## src/rtl/cpu_mem_pkg.sv

```systemverilog
// Shared types and constants for the cache-controller / DataMemory path.
package cpu_mem_pkg;

  // Arbiter FSM states.
  typedef enum logic [1:0] {
    IDLE = 2'd0,
    BUSY = 2'd1,
    DONE = 2'd2
  } arb_state_t;

  // Requester port identifiers.
  localparam logic PORT_ICACHE = 1'b0;
  localparam logic PORT_DCACHE = 1'b1;

  // Default widths shared with the cache controllers and DataMemory.
  localparam int DEF_ADDR_W = 32;
  localparam int DEF_DATA_W = 256;

endpackage

```

## src/rtl/arb_rr_pick.sv

```systemverilog
// Two-port round-robin pick: a lone requester wins, a tie goes to the
// port that was not granted last.
module arb_rr_pick
  import cpu_mem_pkg::*;
(
  input  logic [1:0] req,
  input  logic       last_grant,
  output logic       grant_valid,
  output logic       grant_id
);

  // Decode the request pair into a grant.
  always_comb begin
    grant_valid = |req;
    grant_id    = PORT_ICACHE;
    case (req)
      2'b01:   grant_id = PORT_ICACHE;
      2'b10:   grant_id = PORT_DCACHE;
      2'b11:   grant_id = ~last_grant;
      default: grant_id = PORT_ICACHE;
    endcase
  end

endmodule

```

## src/rtl/memory_arbiter.sv

```systemverilog
// Shares the single DataMemory port between the I-cache (port 0) and the
// D-cache (port 1) controllers, one transaction at a time, with a sticky
// watchdog on a missing memory acknowledge.
module memory_arbiter
  import cpu_mem_pkg::*;
#(
  parameter int ADDR_W  = DEF_ADDR_W,
  parameter int DATA_W  = DEF_DATA_W,
  parameter int TIMEOUT = 64
) (
  input  logic              clock_i,
  input  logic              flush_i,
  input  logic              req0_enable_i,
  input  logic              req0_write_i,
  input  logic [ADDR_W-1:0] req0_addr_i,
  input  logic [DATA_W-1:0] req0_data_i,
  output logic              req0_ack_o,
  output logic [DATA_W-1:0] req0_data_o,
  input  logic              req1_enable_i,
  input  logic              req1_write_i,
  input  logic [ADDR_W-1:0] req1_addr_i,
  input  logic [DATA_W-1:0] req1_data_i,
  output logic              req1_ack_o,
  output logic [DATA_W-1:0] req1_data_o,
  output logic              memory_enable_o,
  output logic              memory_write_o,
  output logic [ADDR_W-1:0] memory_addr_o,
  output logic [DATA_W-1:0] memory_data_o,
  input  logic              memory_ack_i,
  input  logic [DATA_W-1:0] memory_data_i,
  output logic              busy_o,
  output logic              error_o
);

  localparam int              WD_W   = (TIMEOUT > 2) ? $clog2(TIMEOUT) : 1;
  localparam logic [WD_W-1:0] WD_MAX = WD_W'(TIMEOUT - 1);

  arb_state_t        state_reg, state_next;
  logic              owner_reg, owner_next;
  logic              last_grant_reg, last_grant_next;
  logic [WD_W-1:0]   wd_cnt_reg, wd_cnt_next;
  logic              error_reg, error_next;
  logic              mem_en_reg, mem_en_next;
  logic              mem_wr_reg, mem_wr_next;
  logic [ADDR_W-1:0] mem_addr_reg, mem_addr_next;
  logic [DATA_W-1:0] mem_data_reg, mem_data_next;

  logic grant_valid;
  logic grant_id;
  logic ack_active;

  arb_rr_pick u_pick (
    .req         ({req1_enable_i, req0_enable_i}),
    .last_grant  (last_grant_reg),
    .grant_valid (grant_valid),
    .grant_id    (grant_id)
  );

  // State and output registers; flush wins over everything, including BUSY.
  always_ff @(posedge clock_i) begin
    if (flush_i) begin
      state_reg      <= IDLE;
      owner_reg      <= PORT_ICACHE;
      last_grant_reg <= PORT_DCACHE;
      wd_cnt_reg     <= '0;
      error_reg      <= 1'b0;
      mem_en_reg     <= 1'b0;
      mem_wr_reg     <= 1'b0;
      mem_addr_reg   <= '0;
      mem_data_reg   <= '0;
    end else begin
      state_reg      <= state_next;
      owner_reg      <= owner_next;
      last_grant_reg <= last_grant_next;
      wd_cnt_reg     <= wd_cnt_next;
      error_reg      <= error_next;
      mem_en_reg     <= mem_en_next;
      mem_wr_reg     <= mem_wr_next;
      mem_addr_reg   <= mem_addr_next;
      mem_data_reg   <= mem_data_next;
    end
  end

  // Next-state logic: grant in IDLE, wait for ack in BUSY, one turnaround in DONE.
  always_comb begin
    state_next      = state_reg;
    owner_next      = owner_reg;
    last_grant_next = last_grant_reg;
    wd_cnt_next     = wd_cnt_reg;
    error_next      = error_reg;
    mem_en_next     = mem_en_reg;
    mem_wr_next     = mem_wr_reg;
    mem_addr_next   = mem_addr_reg;
    mem_data_next   = mem_data_reg;
    case (state_reg)
      IDLE: begin
        if (grant_valid) begin
          owner_next    = grant_id;
          mem_en_next   = 1'b1;
          mem_wr_next   = grant_id ? req1_write_i : req0_write_i;
          mem_addr_next = grant_id ? req1_addr_i  : req0_addr_i;
          mem_data_next = grant_id ? req1_data_i  : req0_data_i;
          wd_cnt_next   = '0;
          state_next    = BUSY;
        end
      end
      BUSY: begin
        if (memory_ack_i) begin
          mem_en_next     = 1'b0;
          last_grant_next = owner_reg;
          wd_cnt_next     = '0;
          state_next      = DONE;
        end else if (wd_cnt_reg == WD_MAX) begin
          // Stay in BUSY: the flag is only a report, not an abort.
          error_next = 1'b1;
        end else begin
          wd_cnt_next = wd_cnt_reg + 1'b1;
        end
      end
      DONE: begin
        state_next = IDLE;
      end
      default: begin
        state_next = IDLE;
      end
    endcase
  end

  // Route the memory acknowledge and read data to the owning port only.
  always_comb begin
    ack_active  = (state_reg == BUSY) && memory_ack_i;
    req0_ack_o  = ack_active && (owner_reg == PORT_ICACHE);
    req1_ack_o  = ack_active && (owner_reg == PORT_DCACHE);
    req0_data_o = req0_ack_o ? memory_data_i : '0;
    req1_data_o = req1_ack_o ? memory_data_i : '0;
  end

  assign memory_enable_o = mem_en_reg;
  assign memory_write_o  = mem_wr_reg;
  assign memory_addr_o   = mem_addr_reg;
  assign memory_data_o   = mem_data_reg;
  assign busy_o          = (state_reg != IDLE);
  assign error_o         = error_reg;

endmodule

```

## config.mk

```make
export PLATFORM = sky130hd
export DESIGN_NAME = memory_arbiter
export DESIGN_NICKNAME = d
export VERILOG_FILES = /design/src/rtl/cpu_mem_pkg.sv /design/src/rtl/arb_rr_pick.sv /design/src/rtl/memory_arbiter.sv
export SDC_FILE = /design/constraint.sdc
export NUM_CORES = 1
export LEC_CHECK = 0
export ABC_CLOCK_PERIOD_IN_PS = 2400
export BUFFER_PORTS_ARGS = -buffer_cell sky130_fd_sc_hd__buf_2
export CAP_MARGIN = 20
export CORE_AREA = 4 4 640 642
export CTS_BUF_LIST = sky130_fd_sc_hd__clkbuf_16
export DETAILED_ROUTE_END_ITERATION = 6
export DIE_AREA = 0 0 644 646
export REMOVE_ABC_BUFFERS = 1
export SETUP_SLACK_MARGIN = 0.3
export SLEW_MARGIN = 25
export SYNTH_ARGS = -nofsm -noshare
export SYNTH_HDL_FRONTEND = slang
export SYNTH_SLANG_ARGS = --single-unit
```

## constraint.sdc

```tcl
create_clock -name clock_i -period 2.4 [get_ports clock_i]
set_input_delay 0.48 -clock clock_i [delete_from_list [all_inputs] [get_ports clock_i]]
set_output_delay 0.48 -clock clock_i [all_outputs]
set_load 0.01 [all_outputs]
```

==> qor.tcl <==
set qor(r2r-end) {memory_data_o[9]}
set qor(most_frequent_standard_cell_in_the_layout_excluding_fill_and_tap_cells) {sky130_fd_sc_hd__buf_2}
set qor(power_density_nw_per_um2) 483
set qor(grt.overflow.total) 0
set qor(combinational_family_with_the_most_area_after_synthesis) {simple AND/OR/NAND/NOR gates}
set qor(number_of_max_slew_violations_in_the_final_report) 0
set qor(final_routed_drc_violation_total) 0
set qor(finalWirelength_mm) 335
set qor(timing_hold_violations_final) 0
set qor(number_of_flip_flops_in_the_largest_register) 256
set qor(setup_ws_ns) -0.444
set qor(worst_ep_arrival_time_ns) 2.36
set qor(finalCriticalPeriod_ns) 2.84
set qor(initial_core_util) 0.0402
set qor(unrepaired_setup_endpoints_after_global_routing) {true}
set qor(timing.critical_path.required_ns) 1.92
set qor(worstSetupEndpointType) {output port}
set qor(design.portCount) 1645
set qor(detailed_placer_s_ending_hpwl_mm) 302
set qor(timing_worst_slew_pin_value_ns) 0.687
set qor(grt_pass1_vias) 23739
set qor(synthesis.area_um2) 16300
set qor(final_design_area_no_fill_um2) 38600
set qor(finalClockSkew_ns) 0.0314
set qor(timing.max_cap.violations) 0
set qor(clk_pin_slew_ns) 0.06
set qor(tritoncts) {done}
set qor(buffer_ports.inserted) 1644
set qor(synth-compound-area-share) 0.161
set qor(maximum_clock_frequency_ghz) 0.352
set qor(final_util) 0.0955
set qor(worstSetupEndpoint) {req1_data_o[62]}
set qor(period_share) 1.19
set qor(cts_max_level) 2
set qor(grt_start_max_net_pins) 117
set qor(run_status) {finished, violations left}
set qor(cts-root-to-sink-buffers) 3
set qor(die_height_um) 646
set qor(via_per_inst) 2.80
set qor(critPathLaunch) {state_reg[0]}
set qor(gp_congestion) 1.41
set qor(post_route_cells_drive_above_1_share) 0.481
set qor(crit-reg2reg-launch) {state_reg[1]}
set qor(setup_viol_count_final) 514
set qor(syn2layout_area_growth_pct) 138
set qor(cts_made_buffers) 41
set qor(critical_path.max_fanout) 16
set qor(clkSinkCount) 301
set qor(row_count) 234
set qor(first_pass_grt_wire_length_mm) 380
set qor(mostFrequentLayoutCells) {sky130_fd_sc_hd__buf_2 (1493), sky130_fd_sc_hd__nand2_1 (583), sky130_fd_sc_hd__and2_1 (399)}
set qor(drt_first_iter_violations) 2470
set qor(synthAdderAreaFrac) 0.000769
set qor(core_area_um2) 405000
set qor(global_route.usage.total) 0.152
set qor(p_total_mw) 18.6
set qor(critical_path_class) {flop to output port}
set qor(synth_edf_count) 0
set qor(routed_wire_length_per_instance_um) 34.1
set qor(final_nets) 4889
set qor(ir_drop_worst_case_vdd_mv) 0.500
set qor(first_pass_iters) 5
set qor(hold_class) {input port to flop}
set qor(warning_count_from_the_yosys_run) 0
set qor(vias) 27447
set qor(yosys_register_bits) 301
set qor(grt_antenna_before_repair) 546
set qor(r2r_slack_ns) 0.24
set qor(synth_seq_area_share) 0.370
set qor(design.die.area_um2) 416000
set qor(yosys.area_share.xor_xnor) 0.000538
set qor(p_leak_nw) 16.9
set qor(antenna_left) 0
set qor(clock_tree.root_cell) {sky130_fd_sc_hd__clkbuf_16}
set qor(synth_area_per_cell_um2) 7.26
set qor(post_synth_inst_count) 2240
set qor(worstSetupStartpointType) {flop}
set qor(reg2regPathDepth) 7
set qor(placed_inst_area_um2) 32900
set qor(share_of_cell_area_taken_by_muxes_after_synthesis) 0
set qor(async_flop_share) 0
set qor(synth_top_flop_cell) {sky130_fd_sc_hd__dfxtp_1}
set qor(synth_cell_type_count) 31
set qor(worstSkewPairLatency_ns) 0.69
set qor(violations) {negative setup slack}
set qor(synth_simple_gate_area_share) 0.408
set qor(floorplan.die.width_um) 644
set qor(worst_slew_margin_relative_to_its_limit) 0.538
worst max-delay path, stage by stage (launching register included):
cell and delay, ns:
sky130_fd_sc_hd__dfxtp_2 0.33, sky130_fd_sc_hd__nor2b_4 0.15, sky130_fd_sc_hd__buf_4 0.13, sky130_fd_sc_hd__and3_4 0.31, sky130_fd_sc_hd__buf_16 0.20, sky130_fd_sc_hd__clkbuf_16 0.22, sky130_fd_sc_hd__and2_1 0.14, sky130_fd_sc_hd__buf_2 0.14
synth_stat cells, drive strengths merged (2+ instances only):
master / number / area share
nor2: 297 / 0.069
a311oi: 290 / 0.16
and2: 513 / 0.20
dfxtp: 301 / 0.37
nor3: 2 / 0.00062
or3: 3 / 0.0012
and3: 2 / 0.00077
or2: 2 / 0.00077
nand3: 3 / 0.00092
a21oi: 8 / 0.0025
o21ai: 3 / 0.00092
nor2b: 2 / 0.00077
inv: 2 / 0.00046
nand2: 585 / 0.13
clkbuf: 139 / 0.032
buf: 78 / 0.026
power breakdown:
part	internal (mW)	leakage, nW	switching, mW
Clock	3.39	0.666	3.00
Combinational	2.54	13.7	3.85
Sequential	5.59	2.50	0.291
Total	11.5	16.9	7.13
per-stage QoR:
step / worst slack (ns) / cells / hold WS [ns] / TNS (ns)
CTS: -0.531 / 9487 / 0.0000500 / -205.68
floorplan: -9.94 / 2023 / 0.429 / -3974.54
finish: -0.444 / 9802 / 0.0798 / -170.80
global route: -0.537 / 9706 / 0.0331 / -228.57
global placement: 0.0963 / 9179 / 0.452 / 0
detailed placement: 0.0125 / 9179 / 0.449 / 0
per-layer routing:
layer	vias up	global-route usage	wire, um
met5	-	0.00126	1220
met4	166	0.0766	21600
met3	1001	0.0556	31900
met2	2239	0.297	183000
met1	12563	0.134	97200
li1	11478	-	-
cell type report:
type | count | area, um2
fillers | 47324 | 366000
repair buffers | 1983 | 14200
multi-input cells | 1720 | 9610
well taps | 5428 | 6790
flip-flops and latches | 301 | 6030
clock buffers | 41 | 1030
diodes | 298 | 746
clock inverters | 29 | 285
inverters | 2 | 7.51
logic make-up (layout without fill, tap and decap cells):
group,Yosys count,count (layout)
compound gates,305,305
xor+xnor,1,1
fa+ha+maj,1,1
buf+inv,219,2055
flops,301,301
other cells,0,298
simple gates,1413,1413
worst min path at each step:
| stage | startpoint | end | slack, ns | cells past startpoint |
|---|---|---|---|---|
| after floorplan | wd_cnt_reg[4] | wd_cnt_reg[4] | 0.43 | 1 |
| after global placement | wd_cnt_reg[4] | wd_cnt_reg[4] | 0.45 | 1 |
| after detailed placement | wd_cnt_reg[4] | wd_cnt_reg[4] | 0.45 | 1 |
| after CTS | req1_data_i[229] | memory_data_o[229] | 0.00005 | 3 |
| after global routing | req1_data_i[59] | memory_data_o[59] | 0.03 | 3 |
| final | req1_data_i[209] | memory_data_o[209] | 0.08 | 3 |
what timing repair did:
| action | in CTS | in global routing |
|---|---|---|
| hold buffers | 207 | 0 |
| endpoints found under the setup margin | 519 | 733 |
| cloned | 14 | 10 |
| resized for setup | 151 | 77 |
| buffers inserted | 17 | 7 |
| endpoints found under the hold margin | 161 | 0 |
| pin swaps | 12 | 1 |
Note: power is estimated with default switching activity, not from simulation.
